[src/rtl/alu_seq.sv]
// rtl/alu_seq.sv - sequential accumulator ALU with start/busy/done handshake
// Single-cycle ops resolve on accept; MUL and multi-step rotates iterate in RUN.
module alu_seq #(
  parameter int WIDTH = 8
) (
  input  logic             clk,
  input  logic             rst,
  input  logic             start,
  input  logic [3:0]       opcode,
  input  logic [WIDTH-1:0] a,
  input  logic [WIDTH-1:0] b,
  input  logic             E,
  output logic             busy,
  output logic             done,
  output logic [WIDTH-1:0] alu_out,
  output logic [WIDTH-1:0] alu_hi,
  output logic             E_out,
  output logic             Z_out
);

  localparam int CNT_W = $clog2(WIDTH) + 1;
  localparam logic [WIDTH:0] ROT_MOD = (WIDTH+1)'(WIDTH + 1);

  localparam logic [3:0] OP_INC = 4'b0000;
  localparam logic [3:0] OP_ADD = 4'b0001;
  localparam logic [3:0] OP_SUB = 4'b0010;
  localparam logic [3:0] OP_DEC = 4'b0011;
  localparam logic [3:0] OP_AND = 4'b0100;
  localparam logic [3:0] OP_IOR = 4'b0101;
  localparam logic [3:0] OP_XOR = 4'b0110;
  localparam logic [3:0] OP_INV = 4'b0111;
  localparam logic [3:0] OP_SHR = 4'b1000;
  localparam logic [3:0] OP_SHL = 4'b1001;
  localparam logic [3:0] OP_MOV = 4'b1010;
  localparam logic [3:0] OP_MUL = 4'b1011;
  localparam logic [3:0] OP_RCR = 4'b1100;
  localparam logic [3:0] OP_RCL = 4'b1101;

  typedef enum logic [1:0] {
    IDLE = 2'b00,
    RUN  = 2'b01,
    DONE = 2'b10
  } state_t;

  state_t state_q, state_d;

  logic [3:0]       op_q;
  logic [WIDTH-1:0] opa_q;
  logic [WIDTH-1:0] work_hi_q;
  logic [WIDTH-1:0] work_lo_q;
  logic             work_e_q;
  logic [CNT_W-1:0] count_q;

  logic             is_mul;
  logic             is_rot;
  logic [CNT_W-1:0] rot_n;
  logic             multi_start;

  logic [WIDTH-1:0] sc_out;
  logic             sc_e;

  logic [WIDTH:0]   mul_sum;
  logic [WIDTH-1:0] step_hi;
  logic [WIDTH-1:0] step_lo;
  logic             step_e;

  assign is_mul      = (opcode == OP_MUL);
  assign is_rot      = (opcode == OP_RCR) || (opcode == OP_RCL);
  assign rot_n       = CNT_W'({1'b0, b} % ROT_MOD);
  assign multi_start = is_mul || (is_rot && (rot_n != '0));

  // Single-cycle result; a rotate by zero positions is a plain pass-through.
  always_comb begin
    sc_out = '0;
    sc_e   = E;
    case (opcode)
      OP_INC: sc_out = a + 1'b1;
      OP_ADD: {sc_e, sc_out} = {1'b0, a} + {1'b0, b};
      OP_SUB: {sc_e, sc_out} = {1'b0, a} - {1'b0, b};
      OP_DEC: sc_out = a - 1'b1;
      OP_AND: sc_out = a & b;
      OP_IOR: sc_out = a | b;
      OP_XOR: sc_out = a ^ b;
      OP_INV: sc_out = ~a;
      OP_SHR: {sc_e, sc_out} = {a[0], E, a[WIDTH-1:1]};
      OP_SHL: {sc_e, sc_out} = {a[WIDTH-1], a[WIDTH-2:0], E};
      OP_MOV: sc_out = a;
      OP_RCR: sc_out = a;
      OP_RCL: sc_out = a;
      default: sc_out = '0;
    endcase
  end

  // MUL keeps {work_hi, work_lo} as the partial product with the multiplier
  // draining out of work_lo; rotates treat {work_e, work_lo} as one ring.
  assign mul_sum = {1'b0, work_hi_q} + (work_lo_q[0] ? {1'b0, opa_q} : '0);

  always_comb begin
    step_hi = work_hi_q;
    step_lo = work_lo_q;
    step_e  = work_e_q;
    case (op_q)
      OP_MUL: begin
        step_hi = mul_sum[WIDTH:1];
        step_lo = {mul_sum[0], work_lo_q[WIDTH-1:1]};
      end
      OP_RCR: begin
        step_e  = work_lo_q[0];
        step_lo = {work_e_q, work_lo_q[WIDTH-1:1]};
      end
      OP_RCL: begin
        step_e  = work_lo_q[WIDTH-1];
        step_lo = {work_lo_q[WIDTH-2:0], work_e_q};
      end
      default: ;
    endcase
  end

  always_ff @(posedge clk) begin
    if (rst) state_q <= IDLE;
    else     state_q <= state_d;
  end

  always_comb begin
    state_d = state_q;
    case (state_q)
      IDLE:    if (start) state_d = multi_start ? RUN : DONE;
      RUN:     if (count_q == CNT_W'(1)) state_d = DONE;
      DONE:    state_d = IDLE;
      default: state_d = IDLE;
    endcase
  end

  always_comb begin
    busy = (state_q == RUN);
    done = (state_q == DONE);
  end

  always_ff @(posedge clk) begin
    if (rst) begin
      op_q      <= '0;
      opa_q     <= '0;
      work_hi_q <= '0;
      work_lo_q <= '0;
      work_e_q  <= 1'b0;
      count_q   <= '0;
      alu_out   <= '0;
      alu_hi    <= '0;
      E_out     <= 1'b0;
      Z_out     <= 1'b1;
    end else begin
      case (state_q)
        IDLE: begin
          if (start) begin
            op_q      <= opcode;
            opa_q     <= a;
            work_hi_q <= '0;
            work_lo_q <= is_mul ? b : a;
            work_e_q  <= E;
            count_q   <= is_mul ? CNT_W'(WIDTH) : rot_n;
            if (!multi_start) begin
              alu_out <= sc_out;
              alu_hi  <= '0;
              E_out   <= sc_e;
              Z_out   <= (sc_out == '0);
            end
          end
        end
        RUN: begin
          work_hi_q <= step_hi;
          work_lo_q <= step_lo;
          work_e_q  <= step_e;
          count_q   <= count_q - 1'b1;
          if (count_q == CNT_W'(1)) begin
            alu_out <= step_lo;
            Z_out   <= (step_lo == '0);
            if (op_q == OP_MUL) begin
              alu_hi <= step_hi;
              E_out  <= (step_hi != '0);
            end else begin
              alu_hi <= '0;
              E_out  <= step_e;
            end
          end
        end
        default: ;
      endcase
    end
  end

endmodule

[config.mk]
export PLATFORM = sky130hd
export DESIGN_NAME = alu_seq
export DESIGN_NICKNAME = d
export VERILOG_FILES = /design/src/rtl/alu_seq.sv
export SDC_FILE = /design/constraint.sdc
export NUM_CORES = 1
export LEC_CHECK = 0
export CAP_MARGIN = 20
export CORE_ASPECT_RATIO = 1.75
export CORE_MARGIN = 8
export CORE_UTILIZATION = 54
export DETAILED_ROUTE_END_ITERATION = 12
export PLACE_DENSITY = 0.75
export SLEW_MARGIN = 40
export SYNTH_ARGS = -nofsm -noshare
export SYNTH_HDL_FRONTEND = slang
export SYNTH_SLANG_ARGS = --single-unit
[constraint.sdc]
create_clock -name clk -period 3.9 [get_ports clk]
set_clock_uncertainty 0.1 [all_clocks]
set_input_delay 0.585 -clock clk [delete_from_list [all_inputs] [get_ports clk]]
set_output_delay 0.585 -clock clk [all_outputs]
set_load 0.01 [all_outputs]
== After elaboration in Yosys (flattened, before gate mapping) ==
Cells that the tools add are included.
Word-level totals
  output and inout port bits: 20
  word-level logic and storage cells: 97
  input bits: 24
  bits in registers: 53
Cells by class
  div/mod/pow operators: 1
  bitwise operators: 4
  reductions and logical operators: 15
  $add $sub $neg: 6
  multiplexer cells: 38
  equality and inequality tests: 22
Operators with widths (number)
  2-to-1 mux 8 bit: 12
  one-hot mux 8 bit (11 select lines): 1
  one-hot mux 8 bit (2 select lines): 4
  equality test 4 bit (second input constant): 9
  one-hot mux 8 bit (3 select lines): 1
  adder 8 x 8 -> 9 bit: 2
  equality test 4 x 3 -> 1 bit (second input constant): 4
  logical NOT 8 bit: 2
  remainder unit 8 x 4 -> 9 bit (second input constant): 1
  subtractor 8 x 8 -> 9 bit: 1
  adder 8 x 1 -> 8 bit (second input constant): 1
  bitwise AND 8 bit: 1
  equality test 4 x 1 -> 1 bit (second input constant): 2
  equality test 4 x 2 -> 1 bit (second input constant): 2
  2-to-1 mux 1 bit: 8
  2-to-1 mux 4 bit: 2
  inverter 8 bit: 1
  OR 8 bit: 1
  one-hot mux 1 bit (2 select lines): 4
  one-hot mux 4 bit (2 select lines): 1
  nonzero test 8 bit: 1
  subtractor 8 x 1 -> 8 bit (second input constant): 1
  XOR 8 bit: 1
  2-to-1 mux 2 bit: 3
  other kinds (16): 20

== Logic depth before layout (Yosys ltp) ==
  word-level depth: 7
  gate-level depth with buffers: 18
  gate-level depth less buffers: 16

== Worst setup path before layout ==
No wires, ideal clock.
  kind: in2reg
  start: input b[3]
  end: register E_out
  arrival: 3175 ps
  setup slack: 504 ps
  stages on the path: 15
  buffers on the path: 1
  library setup time: 122 ps
  required time: 3678 ps
  cells stage by stage: buf_2 > inv_1 > a31oi_1 > nor3_1 > nor2_1 > and2_1 > ha_1 > a21oi_1 > or4b_1 > a32oi_1 > nor2_1 > mux2i_1 > nor3_4 > or3_1 > o311a_1
On the way
  longest elaborated chain between the ends: 6
  elaborated cells on any way between the ends: 12
  classes of those cells: 2 x add/sub; 1 x div; 1 x eq/ne; 4 x mux; 4 x reduce/logical
Ends and longest elaborated chain
  from (decl): line 11  | input logic [WIDTH-1:0] b,
  remainder unit 8 x 4 -> 9 bit: line 69  | assign rot_n = CNT_W'({1'b0, b} % ROT_MOD);
  nonzero test 4 bit: line 70  | assign multi_start = is_mul || (is_rot && (rot_n != '0));
  logical AND 1 bit: line 70
  logical OR 1 bit: line 70
  inequality test 2 bit (no source line)
  AND reduction 4 bit (no source line)
  to (signal assigned): line 179  | E_out <= (step_hi != '0);
  to (signal assigned): line 182  | E_out <= step_e;
  to (decl): line 17  | output logic E_out,
Several ways; a longest one is shown, not always the timed one. The select of a mux whose other input is x is not followed.
A chain may end at the register's enable or synchronous reset.

== Worst setup path in the final report ==
  start: input b[7]
  end: register alu_hi[7]
On the way
  longest elaborated chain between the ends: 6
Ends and longest elaborated chain
  remainder unit 8 x 4 -> 9 bit: line 69
  nonzero test 4 bit: line 70
  logical AND 1 bit: line 70
  logical OR 1 bit: line 70
  inequality test 2 bit (no source line)
  AND reduction 4 bit (no source line)
  to (signal assigned): line 178  | alu_hi <= step_hi;
  to (decl): line 16  | output logic [WIDTH-1:0] alu_hi,
No other way between the ends.

==> flow_summary_export.csv <==
group,metric,value,unit
worst_setup_path,worst-path-max-fanout,8,
place,finalWeightedCongestion,0.972,
detailed_routing,drc,0,
sta,final-max-slew-violation-count,0,
global_route,antenna_found_initial,0,
cells_and_area,antenna-diode-count,0,
outcome,status,"finished, final reports clean",
synthesis,seq_area_frac_synth,20.0,%
synthesis,synth-seq-cells,53,
synthesis,syn-cell-area,5310,sq um
global_route,grt_overflow,0,
detailed_routing,routedWlPerCell,19.3,um
sta,tightest_slew,824,ps
cts,clockBufferDepth,2,
die,boundaryPins,44,
sta,hold_viol,0,
worst_setup_path,crit_path_end_kind,"flip-flop",
synthesis,synth_cell_type_count,70,
die,die_w,91.0,um
cells_and_area,drive_above_1_share,13.4,%
power,ir_drop,0.321,mV
worst_setup_path,r2r_cells,11,
synthesis,syn_inst,743,
cts,ctsHtreeMaxLevel,2,
worst_setup_path,critPathRequiredTime,4020,ps
cts,path_clk_slew,70,ps
sta,relSlewSlack,43.6,%
cts,cts_tree,"yes",
sta,fmaxAchievable,0.270,GHz
worst_setup_path,path_cells,"clkdlybuf4s50_1, nor2b_1, a31oi_1, nor3_1, nor2_1, and2_1, ha_1, a21oi_1, or4b_1, a32oi_1, nor2_1, mux2i_1, buf_4, nor3_4, nor2_2, buf_4, mux2i_1",
worst_setup_path,critPathKind,"input pin to flip-flop",
sta,setup_violations,0,
synthesis,ys_warn_count,0,
synthesis,synth_nets,813,
sta,hold_ws,356,ps
power,total_power,1.79,mW
global_route,grt_usage,26.8,%
detailed_routing,ant_nets,0,
place,dpl_worst_slack,-228,ps
synthesis,async_flop_share,0,%
die,die_h,147,um
detailed_routing,dr.pass1.iters,5,
synthesis,synthFlopType,"dfxtp_1",
cells_and_area,nNetsFinal,913,
run,max_cap_violations,0,
place,portBuffers,43,
place,hpwl,15000,um
worst_setup_path,cpMaxStageDelayCell,"clkdlybuf4s50_1",
power,leakagePower,2.79,nW
die,die_area,13400,sq um
global_route,grt_pass1_vias,5871,
global_route,grt_max_degree,58,
sta,finalCritPeriodShare,95.1,%
die,core,9730,sq um
worst_setup_path,setup.worst_path.start_class,"input pin",
sta,setup_slack,192,ps
detailed_routing,wl,18700,um
worst_setup_path,cpPeakStageDelay,510,ps
die,initial_utilization,54.6,%
cts,clockRootBuffer,"clkbuf_16",
cells_and_area,final_core_util,67.7,%
cells_and_area,synthToLayoutAreaGrowth,24.0,%
sta,tns,0,ps
detailed_routing,drtIter0Drc,387,
cts,clk_latency,300,ps
synthesis,avgSynthCellArea,7.15,sq um
synthesis,synth_edf_count,0,
cts,cts_buffers,5,
detailed_routing,vias_per_cell,6.22,
sta,fin_crit,3710,ps
worst_setup_path,arrival,3830,ps
power,powerDensity,272,nW/um^2
hold_path,min_delay_path_depth,2,
global_route,grt_pass1_wl,29000,um
cts,cts.sinks,53,
hold_path,hp-class,"flip-flop to flip-flop",
die,rows,48,
detailed_routing,vias,6020,
-- stage by stage --
stage / cell area, sq um / instances
after global placement: 6410 / 960
after floorplan: 5310 / 743
final: 6580 / 968
after detailed placement: 6410 / 960
after global routing: 6580 / 968
after CTS: 6560 / 967
-- report_power, final --
group	switching, mW	internal, mW
clock network	0.199	0.252
logic	0.400	0.325
registers	0.0341	0.583
total	0.632	1.16
-- repair_timing --
item | 4_1_cts | 5_1_grt
hold endpoints to repair | 0 | 0
endpoints found under the setup margin | 0 | 19
resized for setup | 0 | 5
hold buffers | 0 | 0
setup buffers | 0 | 1
-- sequential cells by signal, indices dropped and copies added (netlist names) --
name and count:
work_hi_q 8, op_q 4, count_q 4, work_e_q 1
work_lo_q 8, E_out 1, alu_out 8, opa_q 8
alu_hi 8, state_q 2, Z_out 1
-- cells in the mapped netlist, types with 5 or more instances --
cell type | count | area, sq um
nand2_1 | 111 | 417
nor2_1 | 75 | 282
a21oi_1 | 66 | 330
dfxtp_1 | 53 | 1060
inv_1 | 43 | 161
o21ai_0 | 43 | 215
ha_1 | 42 | 526
clkbuf_1 | 29 | 109
a22oi_1 | 24 | 180
mux2i_1 | 15 | 150
nand2b_1 | 14 | 87.6
xnor2_1 | 13 | 114
a211oi_1 | 12 | 90.1
and2_1 | 12 | 75.1
nor2b_1 | 12 | 75.1
a221oi_1 | 11 | 96.3
nor3_1 | 11 | 55.1
nand3_1 | 10 | 50.1
nor4_1 | 8 | 50.1
o21bai_1 | 8 | 60.1
o41ai_1 | 8 | 70.1
a21o_1 | 7 | 52.6
a31oi_1 | 7 | 43.8
o211ai_1 | 7 | 52.6
buf_2 | 6 | 30.0
o31ai_1 | 6 | 45.0
o21a_1 | 5 | 37.5
o22ai_1 | 5 | 31.3
-- path summary, 6_finish.rpt --
kind,slack (ps),start,to
worst max-delay path,190,b[7],alu_hi[7]$_SDFFE_PP0P_
worst min-delay path,360,opa_q[6]$_SDFFE_PP0P_,opa_q[6]$_SDFFE_PP0P_
worst max register to register,450,work_lo_q[0]$_SDFFE_PP0P_,E_out$_SDFFE_PP0P_
worst min register to register,360,opa_q[6]$_SDFFE_PP0P_,opa_q[6]$_SDFFE_PP0P_
-- final cells by class --
| class | instances | area, sq um |
|---|---|---|
| fillers | 860 | 3150 |
| repair buffers | 132 | 1130 |
| clock inverters | 1 | 7.51 |
| multi-input cells | 608 | 3930 |
| well taps | 125 | 156 |
| clock buffers | 6 | 139 |
| flip-flops and latches | 53 | 1060 |
| inverters | 43 | 161 |
-- layer usage --
layer	GRT usage, %	vias to the layer above	share of wire, %	wire (um)
met5	0	-	0	0
met4	19.8	0	6.2	1150
met3	2.71	63	4.0	741
met2	50.5	233	53	9990
met1	25.9	2839	36	6790
li1	-	2885	-	-
-- cell families (layout without fill, tap and decap cells) --
group	count (synthesis)	after routing	synth area share [%]
xor gates and xnor gates	17	17	2.80
and+or+nand+nor	281	281	24.8
AOI/OAI and AO/OA	246	246	31.3
buffers and inverters	82	182	6.08
DFF	53	53	20.0
adders and majority gates	46	46	11.4
muxes	18	18	3.68
-- worst max-delay path, delay by kind of cell --
kind	cells	cell delay [ps]
AOI/OAI and AO/OA	3	450
and+or+nand+nor	8	1420
adders and majority gates	1	180
muxes	2	340
buffers and inverters	3	860
-- cell usage in the layout (no fill, tap or decap), types with 4 or more instances in the layout --
cell type          n
nor3b_1            4
inv_1             43
o41ai_1            8
fa_1               4
o21a_1             5
o211ai_1           7
o21bai_1           8
a31oi_1            7
o31ai_1            6
o22a_1             4
a22oi_1           24
clkdlybuf4s50_1   39
a21o_1             7
or3_1              4
mux2i_1           15
xor2_1             4
a221oi_1          11
a21oi_1           65
a211oi_1          12
nand2_1          111
nor3_1            11
xnor2_1           13
ha_1              42
nand2b_1          14
and2_1            12
nand3_1           10
buf_4             86
o22ai_1            5
nor2b_1           12
dfxtp_1           53
o21ai_0           43
nor4_1             8
clkbuf_16          5
nor2_1            75
Power figures use the tool's default switching activity.
